File: src/rtl/tug_pkg.sv
// Shared types and helpers for the tug-of-war playfield controller.
package tug_pkg;

    typedef enum logic [1:0] {
        PLAY = 2'd0,
        HOLD = 2'd1,
        DONE = 2'd2
    } state_t;

    // Wide one-hot centre pattern; callers cast it down to their field width.
    function automatic logic [63:0] center_onehot(input int n);
        return 64'd1 << (n / 2);
    endfunction

endpackage

File: src/rtl/edge_detect.sv
// Rising-edge detector for one already-synchronised button level.
module edge_detect (
    input  logic clk,
    input  logic reset,
    input  logic level,
    output logic evt
);

    logic level_q;

    // Reset loads the live level so a button held through reset never fires.
    always_ff @(posedge clk) begin
        if (reset) begin
            level_q <= level;
        end else begin
            level_q <= level;
        end
    end

    assign evt = level & ~level_q;

endmodule

File: src/rtl/tug_field.sv
// Tug-of-war playfield: one lit position, per-player scoring, timed re-centring.
module tug_field
    import tug_pkg::*;
#(
    parameter int NUM_LIGHTS  = 9,
    parameter int SCORE_W     = 3,
    parameter int HOLD_CYCLES = 4
) (
    input  logic                  clk,
    input  logic                  reset,
    input  logic                  l_press,
    input  logic                  r_press,
    output logic [NUM_LIGHTS-1:0] lights,
    output logic                  l_win,
    output logic                  r_win,
    output logic [SCORE_W-1:0]    l_score,
    output logic [SCORE_W-1:0]    r_score,
    output logic                  game_over,
    output logic                  match_over
);

    localparam logic [NUM_LIGHTS-1:0] CENTER = NUM_LIGHTS'(center_onehot(NUM_LIGHTS));
    localparam int                    HOLD_W = (HOLD_CYCLES > 1) ? $clog2(HOLD_CYCLES) : 1;
    localparam logic [HOLD_W-1:0]     HOLD_LOAD = HOLD_W'(HOLD_CYCLES - 1);
    localparam logic [SCORE_W-1:0]    SCORE_MAX = '1;

    logic [1:0] level;
    logic [1:0] evt;
    logic       l_evt;
    logic       r_evt;

    assign level = {l_press, r_press};

    for (genvar gi = 0; gi < 2; gi++) begin : g_edge
        edge_detect u_edge (
            .clk   (clk),
            .reset (reset),
            .level (level[gi]),
            .evt   (evt[gi])
        );
    end

    assign l_evt = evt[1];
    assign r_evt = evt[0];

    state_t                state_reg, state_next;
    logic [NUM_LIGHTS-1:0] lights_reg, lights_next;
    logic [SCORE_W-1:0]    l_score_reg, l_score_next;
    logic [SCORE_W-1:0]    r_score_reg, r_score_next;
    logic [HOLD_W-1:0]     hold_reg, hold_next;
    logic                  l_win_reg, l_win_next;
    logic                  r_win_reg, r_win_next;
    logic                  match_over_reg, match_over_next;

    always_ff @(posedge clk) begin
        if (reset) begin
            state_reg      <= PLAY;
            lights_reg     <= CENTER;
            l_score_reg    <= '0;
            r_score_reg    <= '0;
            hold_reg       <= '0;
            l_win_reg      <= 1'b0;
            r_win_reg      <= 1'b0;
            match_over_reg <= 1'b0;
        end else begin
            state_reg      <= state_next;
            lights_reg     <= lights_next;
            l_score_reg    <= l_score_next;
            r_score_reg    <= r_score_next;
            hold_reg       <= hold_next;
            l_win_reg      <= l_win_next;
            r_win_reg      <= r_win_next;
            match_over_reg <= match_over_next;
        end
    end

    always_comb begin
        state_next      = state_reg;
        lights_next     = lights_reg;
        l_score_next    = l_score_reg;
        r_score_next    = r_score_reg;
        hold_next       = hold_reg;
        l_win_next      = 1'b0;
        r_win_next      = 1'b0;
        match_over_next = match_over_reg;
        case (state_reg)
            PLAY: begin
                // Simultaneous events cancel, so only a lone event acts.
                if (l_evt && !r_evt) begin
                    if (lights_reg[NUM_LIGHTS-1]) begin
                        l_score_next = l_score_reg + 1'b1;
                        l_win_next   = 1'b1;
                        lights_next  = '0;
                        hold_next    = HOLD_LOAD;
                        state_next   = HOLD;
                    end else begin
                        lights_next = lights_reg << 1;
                    end
                end else if (r_evt && !l_evt) begin
                    if (lights_reg[0]) begin
                        r_score_next = r_score_reg + 1'b1;
                        r_win_next   = 1'b1;
                        lights_next  = '0;
                        hold_next    = HOLD_LOAD;
                        state_next   = HOLD;
                    end else begin
                        lights_next = lights_reg >> 1;
                    end
                end
            end
            HOLD: begin
                if (hold_reg == '0) begin
                    if (l_score_reg == SCORE_MAX || r_score_reg == SCORE_MAX) begin
                        state_next      = DONE;
                        match_over_next = 1'b1;
                    end else begin
                        state_next  = PLAY;
                        lights_next = CENTER;
                    end
                end else begin
                    hold_next = hold_reg - 1'b1;
                end
            end
            DONE: begin
            end
            default: begin
                state_next  = PLAY;
                lights_next = CENTER;
            end
        endcase
    end

    assign lights     = lights_reg;
    assign l_win      = l_win_reg;
    assign r_win      = r_win_reg;
    assign l_score    = l_score_reg;
    assign r_score    = r_score_reg;
    assign game_over  = (state_reg != PLAY);
    assign match_over = match_over_reg;

endmodule

File: config.mk
export PLATFORM = sky130hd
export DESIGN_NAME = tug_field
export DESIGN_NICKNAME = d
export VERILOG_FILES = /design/src/rtl/tug_pkg.sv /design/src/rtl/edge_detect.sv /design/src/rtl/tug_field.sv
export SDC_FILE = /design/constraint.sdc
export NUM_CORES = 1
export LEC_CHECK = 0
export CAP_MARGIN = 20
export CORE_UTILIZATION = 50
export CTS_CLUSTER_SIZE = 25
export DETAILED_ROUTE_END_ITERATION = 8
export GPL_TIMING_DRIVEN = 0
export PLACE_DENSITY = 0.77
export SLEW_MARGIN = 5
export SYNTH_ARGS = -nofsm -noshare
export SYNTH_HDL_FRONTEND = slang
export SYNTH_HIERARCHICAL = 1
export SYNTH_SLANG_ARGS = --single-unit
File: constraint.sdc
create_clock -name clk -period 2.25 [get_ports clk]
set_input_delay 0.45 -clock clk [delete_from_list [all_inputs] [get_ports clk]]
set_output_delay 0.45 -clock clk [all_outputs]
set_load 0.02 [all_outputs]
### Word level (Yosys, flattened, before mapping)

Index checks and enable logic that the tools add are counted.

| word-level totals | value |
|---|---|
| memory bits (writable) | 0 |
| bits of input ports | 4 |
| ROM bits | 0 |
| output and inout bits | 19 |
| bits in latches | 0 |
| memories kept | 0 |
| flip-flop bits (word level) | 24 |
| word-level logic and storage cells | 70 |

| cells by class | value |
|---|---|
| mux-type cells | 22 |
| reduce and logical (&&, ||, !) cells | 17 |
| shift-type cells | 0 |
| $mul | 0 |
| divide/modulo/power cells | 0 |
| magnitude comparators | 0 |
| eq/ne operators | 10 |
| $add $sub $neg | 3 |
| bitwise gates (word level) | 8 |

Operator list:

| cell | number |
|---|---|
| $mux 9 | 5 |
| $pmux 9 s3 | 1 |
| $mux 2 | 11 |
| $reduce_and 5->1 | 2 |
| $ne 3x3->1 const B | 3 |
| $mux 8 | 1 |
| $reduce_and 4->1 | 2 |
| $add 3x1->3 const B | 2 |
| $eq 3x3->1 const B | 2 |
| $ne 2x2->1 const B | 3 |
| $not 1->1 | 6 |
| $pmux 2 s3 | 1 |
| $reduce_and 3->1 | 2 |
| $logic_not 2->1 | 2 |
| $pmux 2 s2 | 1 |
| $reduce_bool 2->1 | 2 |
| $reduce_or 4->1 | 1 |
| $reduce_or 3->1 | 1 |
| $and 1x1->1 | 2 |
| $eq 2x1->1 const B | 1 |
| $eq 2x2->1 const B | 1 |
| $logic_and 1x1->1 | 2 |
| $logic_not 1->1 | 2 |
| $mux 1 | 2 |
| 2 further kinds | 2 |

### Logic depth before layout (Yosys ltp)

Gate-level depths: netlist of the first run.

| logic depth | value |
|---|---|
| word-level depth | 7 |
| depth in mapped cells | 7 |
| depth with buffers taken out | 6 |

### Hierarchy

Netlist of the first run, hierarchy kept.

By module, submodules not included:

| module | seq. area each (µm²) | instances | area an instance (µm²) | cells an instance |
|---|---|---|---|---|
| tug_field | 440.4 | 1 | 1136.1 | 124 |
| edge_detect | 20.0 | 2 | 33.8 | 2 |

### Worst setup path after synthesis of the first run

OpenSTA, ideal clock, no wires.

| path | value |
|---|---|
| path kind | input to register |
| start point | in l_press |
| end point | reg lights_reg[4] (netlist: lights[4]) |
| setup time | 120 ps |
| stages on the path | 7 |
| arrival time | 1714 ps |
| data required time | 2130 ps |
| setup slack | 416 ps |
| buffers on the path | 1 |
| path through | nor2b_4 -> inv_1 -> ha_1 -> nor3_1 -> or3_1 -> buf_2 -> o31a_1 |

| between the ends | value |
|---|---|
| word-level cells in the longest chain between the ends | 5 |
| elaborated cells between the ends (all ways) | 8 |
| those cells by class | eq/ne (1); mux (2); bitwise (1); reduce/logical (4) |

RTL lines:

| element | line | source |
|---|---|---|
| start, declared | tug_field.sv:11 | `input logic l_press,` |
| $and 1x1->1 * | edge_detect.sv:20 | `assign evt = level & ~level_q;` |
| $logic_not 1->1 | tug_field.sv:99 | `end else if (r_evt && !l_evt) begin` |
| $logic_and 1x1->1 | tug_field.sv:99 |  |
| $ne 3x3->1 (no source line) | -- |  |
| $reduce_and 4->1 (no source line) | -- |  |
| end signal, assigned | tug_field.sv:67 | `lights_reg <= lights_next;` |
| end, declared | tug_field.sv:47 | `logic [NUM_LIGHTS-1:0] lights_reg, lights_next;` |

Every way passes the cells marked *; elsewhere a longest branch is shown, timed or not.
A chain may end at the register's enable or synchronous reset.

### Worst setup path in the final report of the first run

| path | value |
|---|---|
| start point | in r_press |
| end point | reg r_score_reg[0] (netlist: r_score[0]) |

| between the ends | value |
|---|---|
| word-level cells in the longest chain between the ends | 5 |
| elaborated cells between the ends (all ways) | 6 |
| those cells by class | bitwise (2); reduce/logical (4) |

RTL lines:

| element | line | source |
|---|---|---|
| start, declared | tug_field.sv:12 | `input logic r_press,` |
| $and 1x1->1 * | edge_detect.sv:20 |  |
| named net r_evt | tug_field.sv:30 | `logic r_evt;` |
| $logic_not 1->1 | tug_field.sv:89 | `if (l_evt && !r_evt) begin` |
| $logic_and 1x1->1 | tug_field.sv:89 |  |
| $not 1->1 (no source line) | -- |  |
| $reduce_and 4->1 (no source line) * | -- |  |
| end signal, assigned | tug_field.sv:69 | `r_score_reg <= r_score_next;` |
| end, declared | tug_field.sv:49 | `logic [SCORE_W-1:0] r_score_reg, r_score_next;` |

The timed path passes the listed nets; every way through them passes the cells marked *.

==> impl_metrics.yaml, run 1 <==
clocking:
  cts-htree-levels: 1
  clkLatencyLatePin_ns: 0.30
  cts.clk_slew.worst_paths_ns: 0.12
  numCtsBuffers: 3
  cts-hold-fix-buffers: 0
  root_driver: "sky130_fd_sc_hd__clkbuf_4"
  cts.path.max_buffers: 2
  clkSinkCount: 24
  cts_tree: "done"
yosys:
  synth_top_area_cell: "sky130_fd_sc_hd__dfxtp_1"
  number_of_flops_mapped_to_enable_cells_by_yosys: 0
  synth.avg_cell_area_sq_um: 9.40
  yosysWarningCount: 6
  ys_types: 37
  post-synth-top-count-cell: "sky130_fd_sc_hd__dfxtp_1"
  synth_sequential_area_ratio_pct: 39.9
  asyncSetResetFlopFracSynth_pct: 0
  yosys-top-cells-area: "sky130_fd_sc_hd__dfxtp_1 40%, sky130_fd_sc_hd__ha_1 7.3%, sky130_fd_sc_hd__a21oi_1 4.6%"
  most_frequent_cells_after_synthesis: "24 x sky130_fd_sc_hd__dfxtp_1, 11 x sky130_fd_sc_hd__a21oi_1, 8 x sky130_fd_sc_hd__inv_1"
  syn_area_sq_mm: 0.00120
  most_instantiated_flip_flop_cell_in_the_synthesis_netlist: "sky130_fd_sc_hd__dfxtp_1"
  postSynthRegisterBits: 24
  syn_inst: 128
  postSynthNetCount: 139
  synth_largest_type_area_fraction_pct: 39.9
layout:
  antennaDiodeCount: 0
  fin_util_pct: 67.1
  final_nets: 165
  post-route-cell-area_sq_mm: 0.00150
  layout.filler_cells: 189
  multi_input_area_sq_um: 674
  areaGrowthSynthToFinish_pct: 24.4
  sequential_cell_area_sq_um: 480
  largest_reg_flops: 9
  post_route_cells_drive_above_1_share_pct: 10.5
sta:
  worst_slew_pin_slew_ns: 0.732
  finalWorstPathRequiredPeriod_ns: 2.18
  fmax_mhz: 459
  postLayoutSetupSlackWorst_ns: 0.0718
  finClkSkew_ns: 0.00146
  drv_slew: 0
  final_hold_viol_count: 0
  setup_total_negative_slack_ns: 0
  setup_repair_after_global_routing_missed_its_margin: "false"
  relSlewSlack_pct: 50.5
  period_share_pct: 96.8
  final-setup-viol-count: 0
detailed_routing:
  vias: 1054
  drtPass1Iterations: 4
  top_signal_layer_used: "met4"
  route.met3.wl_microns: 109
  viasPerCell: 5.86
  detailedRoute.firstIterationViolations: 17
  drt_wl_total_microns: 2550
  post-route-drc-count: 0
  wire_per_inst_microns: 14.2
  antenna_left: 0
  dr_wl_met2_microns: 1210
  wl_met1_microns: 1220
worst_setup_path:
  crit_path_end_kind: "flip-flop"
  setup.worst_path.start_class: "primary input"
  worst-endpoint-arrival_ns: 2.41
  critPathKind: "primary input to flip-flop"
  critical_path_required_ns: 2.48
  crit_path_max_fanout: 5
global_route:
  antenna_violations_before_repair: 0
  grt_max_degree: 13
  grt-ovfl-total: 0
  first_global_vias: 943
  wire_length_of_the_first_global_routing_pass_microns: 4300
  groute.usage.overall_pct: 21.9
floorplan:
  initial_core_util_pct: 53.9
  fp-row-count: 17
  die_height_microns: 51.1
  core_area_sq_mm: 0.00223
  design.portCount: 23
  die_width_microns: 51.1
  die_area_sq_mm: 0.00261
power_and_ir_drop:
  max-vdd-ir-drop_uv: 443
  p_per_area_mw_per_mm2: 496
  cellLeakagePower_uw: 0.000557
placement:
  place.port_buffers: 21
  placed_area_sq_mm: 0.00145
  preCtsSetupSlack_ns: -0.360
  hpwl_microns: 1850
  gp_routability_congestion: 0.800
run:
  max_cap_viol_count: 0
hold_path:
  hold_class: "flip-flop to flip-flop"
status:
  outcome: "finished clean"
stage by stage:
step           hold WS (ns)  instances  total power [uW]
3_5_place_dp          0.442        177               568
4_1_cts               0.462        180               749
5_1_grt               0.499        180               777
3_3_place_gp          0.443        177               565
6_report              0.458        180               742
2_1_floorplan         0.453        128               526
cells in the final DEF, fill, tap and decap left out, types with 5 or more instances in the layout:
cell type,instances
sky130_fd_sc_hd__clkdlybuf4s50_1,21
sky130_fd_sc_hd__mux2i_1,5
sky130_fd_sc_hd__dfxtp_1,24
sky130_fd_sc_hd__inv_1,8
sky130_fd_sc_hd__o21ai_0,7
sky130_fd_sc_hd__a21oi_1,11
sky130_fd_sc_hd__ha_1,7
worst max-delay path, stage by stage:
cell and delay (ns):
sky130_fd_sc_hd__clkdlybuf4s50_1 0.48, sky130_fd_sc_hd__nor2b_4 0.16, sky130_fd_sc_hd__inv_1 0.05, sky130_fd_sc_hd__ha_1 0.24, sky130_fd_sc_hd__or4b_4 0.53, sky130_fd_sc_hd__or3_1 0.32, sky130_fd_sc_hd__a21oi_1 0.18
per-layer routing:
metal,track usage (%),up-vias
met4,2.78,0
met2,36.8,29
met1,28.4,507
li1,-,516
met5,0,-
met3,6.25,2
where the power goes:
group	switching (uW)	internal, uW	leakage [uW]	total (uW)
sequential	13.6	438	0.000195	452
combinational	60.4	50.4	0.000348	111
clock	117	62.5	0.0000138	180
area by class of cell:
type,instances,area share (%)
Sequential cell,24,32.1
Buffer,8,2.76
Timing Repair Buffer,21,14.0
Inverter,9,2.26
Multi-Input combinational cell,87,45.0
Tap cell,28,2.34
Clock buffer,3,1.50
repair_timing:
| item | in CTS | in global routing |
|---|---|---|
| setup endpoints to repair | 4 | 9 |
| cloned | 0 | 0 |
| gates resized for setup | 1 | 3 |
| buffers inserted | 0 | 0 |
cell families after synthesis:
| family | Yosys count | share of synthesized area, % |
|---|---|---|
| muxes | 5 | 4.16 |
| xor gates and xnor gates | 1 | 0.728 |
| adders and majority gates | 7 | 7.28 |
| AOI/OAI and AO/OA | 33 | 17.9 |
| DFF | 24 | 39.9 |
| buffers and inverters | 17 | 6.24 |
| and+or+nand+nor | 41 | 23.8 |
worst paths after layout:
| path | from | endpoint | slack [ns] | depth (start not counted) |
|---|---|---|---|---|
| worst max-delay path | r_press | r_score[0] | 0.07 | 7 |
| worst max register to register | r_score[0] | lights[1] | 0.28 | 6 |
| worst min-delay path | match_over | match_over | 0.46 | 2 |
| worst min register to register | match_over | match_over | 0.46 | 2 |
(Power assumes the default switching activity.)
==> run 2: changes to the inputs <==
--- a/config.mk
+++ b/config.mk
@@ -6,11 +6,13 @@
 export NUM_CORES = 1
 export LEC_CHECK = 0
 export CAP_MARGIN = 20
-export CORE_UTILIZATION = 50
+export CELL_PAD_IN_SITES_DETAIL_PLACEMENT = 1
+export CELL_PAD_IN_SITES_GLOBAL_PLACEMENT = 1
+export CORE_UTILIZATION = 38
 export CTS_CLUSTER_SIZE = 25
 export DETAILED_ROUTE_END_ITERATION = 8
 export GPL_TIMING_DRIVEN = 0
-export PLACE_DENSITY = 0.77
+export PLACE_DENSITY = 0.75
 export SLEW_MARGIN = 5
 export SYNTH_ARGS = -nofsm -noshare
 export SYNTH_HDL_FRONTEND = slang
==> impl_metrics.yaml, run 2 (synthesis gave the netlist of run 1 again) <==
clocking:
  cts-htree-levels: 1
  cts.clk_slew.worst_paths_ns: 0.13
  numCtsBuffers: 3
  root_driver: "sky130_fd_sc_hd__clkbuf_4"
  post_cts_repair_setup_buffers: 0
  cts_tree: "done"
  clkLatencyLatePin_ns: 0.32
  cts-hold-fix-buffers: 0
  clkSinkCount: 24
  cts.path.max_buffers: 2
placement:
  preCtsSetupSlack_ns: -0.360
  place.port_buffers: 21
  gp_routability_congestion: 0.741
  placed_instances: 193
  hpwl_microns: 2160
worst_setup_path:
  crit_path_end_kind: "flip-flop"
  worst_reg_to_reg_setup_slack_ns: 0.28
  r2r_start: "r_score[0]"
  worst-endpoint-arrival_ns: 2.36
  crit_path_max_fanout: 9
  setup.worst_path.start_class: "primary input"
  timing.rr.end: "lights[1]"
  critPathKind: "primary input to flip-flop"
  critical_path_required_ns: 2.48
  rr_worst_depth: 6
global_route:
  grt-ovfl-total: 0
  first_global_vias: 1096
  antenna_violations_before_repair: 0
  groute.usage.overall_pct: 19.2
  wire_length_of_the_first_global_routing_pass_microns: 4930
  grt_max_degree: 13
layout:
  antennaDiodeCount: 0
  layout_commonest_cell: "sky130_fd_sc_hd__dfxtp_1"
  fin_util_pct: 50.0
  fin_cells: 196
  largest_reg_flops: 9
  layout.filler_cells: 359
  areaGrowthSynthToFinish_pct: 25.9
  post_route_cells_drive_above_1_share_pct: 11.2
  layout_common_cells: "24 x sky130_fd_sc_hd__dfxtp_1, 21 x sky130_fd_sc_hd__clkdlybuf4s50_1, 11 x sky130_fd_sc_hd__a21oi_1"
  final_nets: 165
hold_path:
  worst_hold_startpoint: "match_over"
  timing.hold.worst_path_depth: 2
  endpoint_of_the_worst_hold_path: "match_over"
  hold_class: "flip-flop to flip-flop"
detailed_routing:
  viasPerCell: 5.33
  antenna_left: 0
  drtPass1Iterations: 4
  drt_wl_total_microns: 2880
  detailedRoute.firstIterationViolations: 20
  post-route-drc-count: 0
  vias: 1044
  wire_per_inst_microns: 14.7
floorplan:
  die_area_sq_mm: 0.00340
  initial_core_util_pct: 39.8
  core_area_sq_mm: 0.00303
  design.portCount: 23
  fp-row-count: 20
  die_width_microns: 58.3
  die_height_microns: 58.3
sta:
  period_share_pct: 94.9
  final-setup-viol-count: 0
  setup_repair_after_global_routing_missed_its_margin: "false"
  finalWorstPathRequiredPeriod_ns: 2.14
  worst_slew_pin_slew_ns: 0.767
  final_hold_viol_count: 0
  fmax_mhz: 468
  drv_slew: 0
  finClkSkew_ns: 0.00792
  relSlewSlack_pct: 48.2
  postLayoutSetupSlackWorst_ns: 0.115
power_and_ir_drop:
  cellLeakagePower_uw: 0.000554
  max-vdd-ir-drop_uv: 232
  p_per_area_mw_per_mm2: 496
  total_power_uw: 751
run:
  max_cap_viol_count: 0
status:
  outcome: "finished clean"
-- run 2: cell counts in the layout (fill, tap and decap cells not counted) --
No cell type changed its count.
-- run 2: stage by stage --
| step | hold slack, ns | setup TNS (ns) | cell area [sq um] |
|---|---|---|---|
| after floorplan | 0.453 | 0 | 1200 |
| after CTS | 0.470 | 0 | 1500 |
| after global placement | 0.444 | -2.60 | 1470 |
| after detailed placement | 0.451 | -3.37 | 1470 |
| after global routing | 0.492 | 0 | 1520 |
| final | 0.460 | 0 | 1520 |
-- run 2: routing by layer --
| metal | share of wire [%] | global-route usage, % | up-vias |
|---|---|---|---|
| met1 | 46 | 22.5 | 498 |
| met2 | 48 | 32.8 | 23 |
| met5 | 0 | 0 | - |
| met4 | 1.9 | 8.84 | 0 |
| li1 | - | - | 517 |
| met3 | 4.4 | 4.69 | 6 |
-- run 2: worst max-delay path by stage --
stage	startpoint	endpoint	slack [ns]	depth (start not counted)
6_report	l_press	lights[4]	0.11	8
3_3_place_gp	r_press	lights[6]	-0.32	8
4_1_cts	l_press	lights[7]	0.003	8
5_1_grt	l_press	lights[4]	0.003	8
3_5_place_dp	l_press	lights[7]	-0.36	8
2_1_floorplan	l_press	lights[4]	0.42	7
-- run 2: report_power, final --
group	leakage, uW	switching, uW	internal (uW)
sequential	0.000195	13.3	438
clock	0.0000138	126	62.7
combinational	0.000345	61.0	50.0
total	0.000554	200	551
-- run 2: cell type report --
class / instances / area [sq um] / area share (%)
buffer: 8 / 41.3 / 2.73
clock buffer: 3 / 22.5 / 1.49
inverter: 9 / 33.8 / 2.23
multi-input combinational: 87 / 672 / 44.3
sequential: 24 / 480 / 31.7
tap: 44 / 55.1 / 3.63
timing repair buffer: 21 / 210 / 13.9
-- run 2: worst max-delay path, cell delays in order --
cell and delay, ns:
sky130_fd_sc_hd__clkdlybuf4s50_1 0.47, sky130_fd_sc_hd__nor2b_4 0.14, sky130_fd_sc_hd__inv_1 0.05, sky130_fd_sc_hd__ha_1 0.40, sky130_fd_sc_hd__nor3_2 0.10, sky130_fd_sc_hd__or3_1 0.31, sky130_fd_sc_hd__buf_2 0.19, sky130_fd_sc_hd__o31a_1 0.25
-- run 2: timing repair --
action | CTS | global route
setup endpoints to repair | 1 | 11
resized for setup | 1 | 3
gates cloned | 0 | 0
==> run 3: changes to the inputs <==
--- a/config.mk
+++ b/config.mk
@@ -5,6 +5,7 @@
 export SDC_FILE = /design/constraint.sdc
 export NUM_CORES = 1
 export LEC_CHECK = 0
+export ABC_AREA = 0
 export CAP_MARGIN = 20
 export CELL_PAD_IN_SITES_DETAIL_PLACEMENT = 1
 export CELL_PAD_IN_SITES_GLOBAL_PLACEMENT = 1
==> results of run 3 <==
No change in the layout: final DEF, timing and power equal those of run 2.
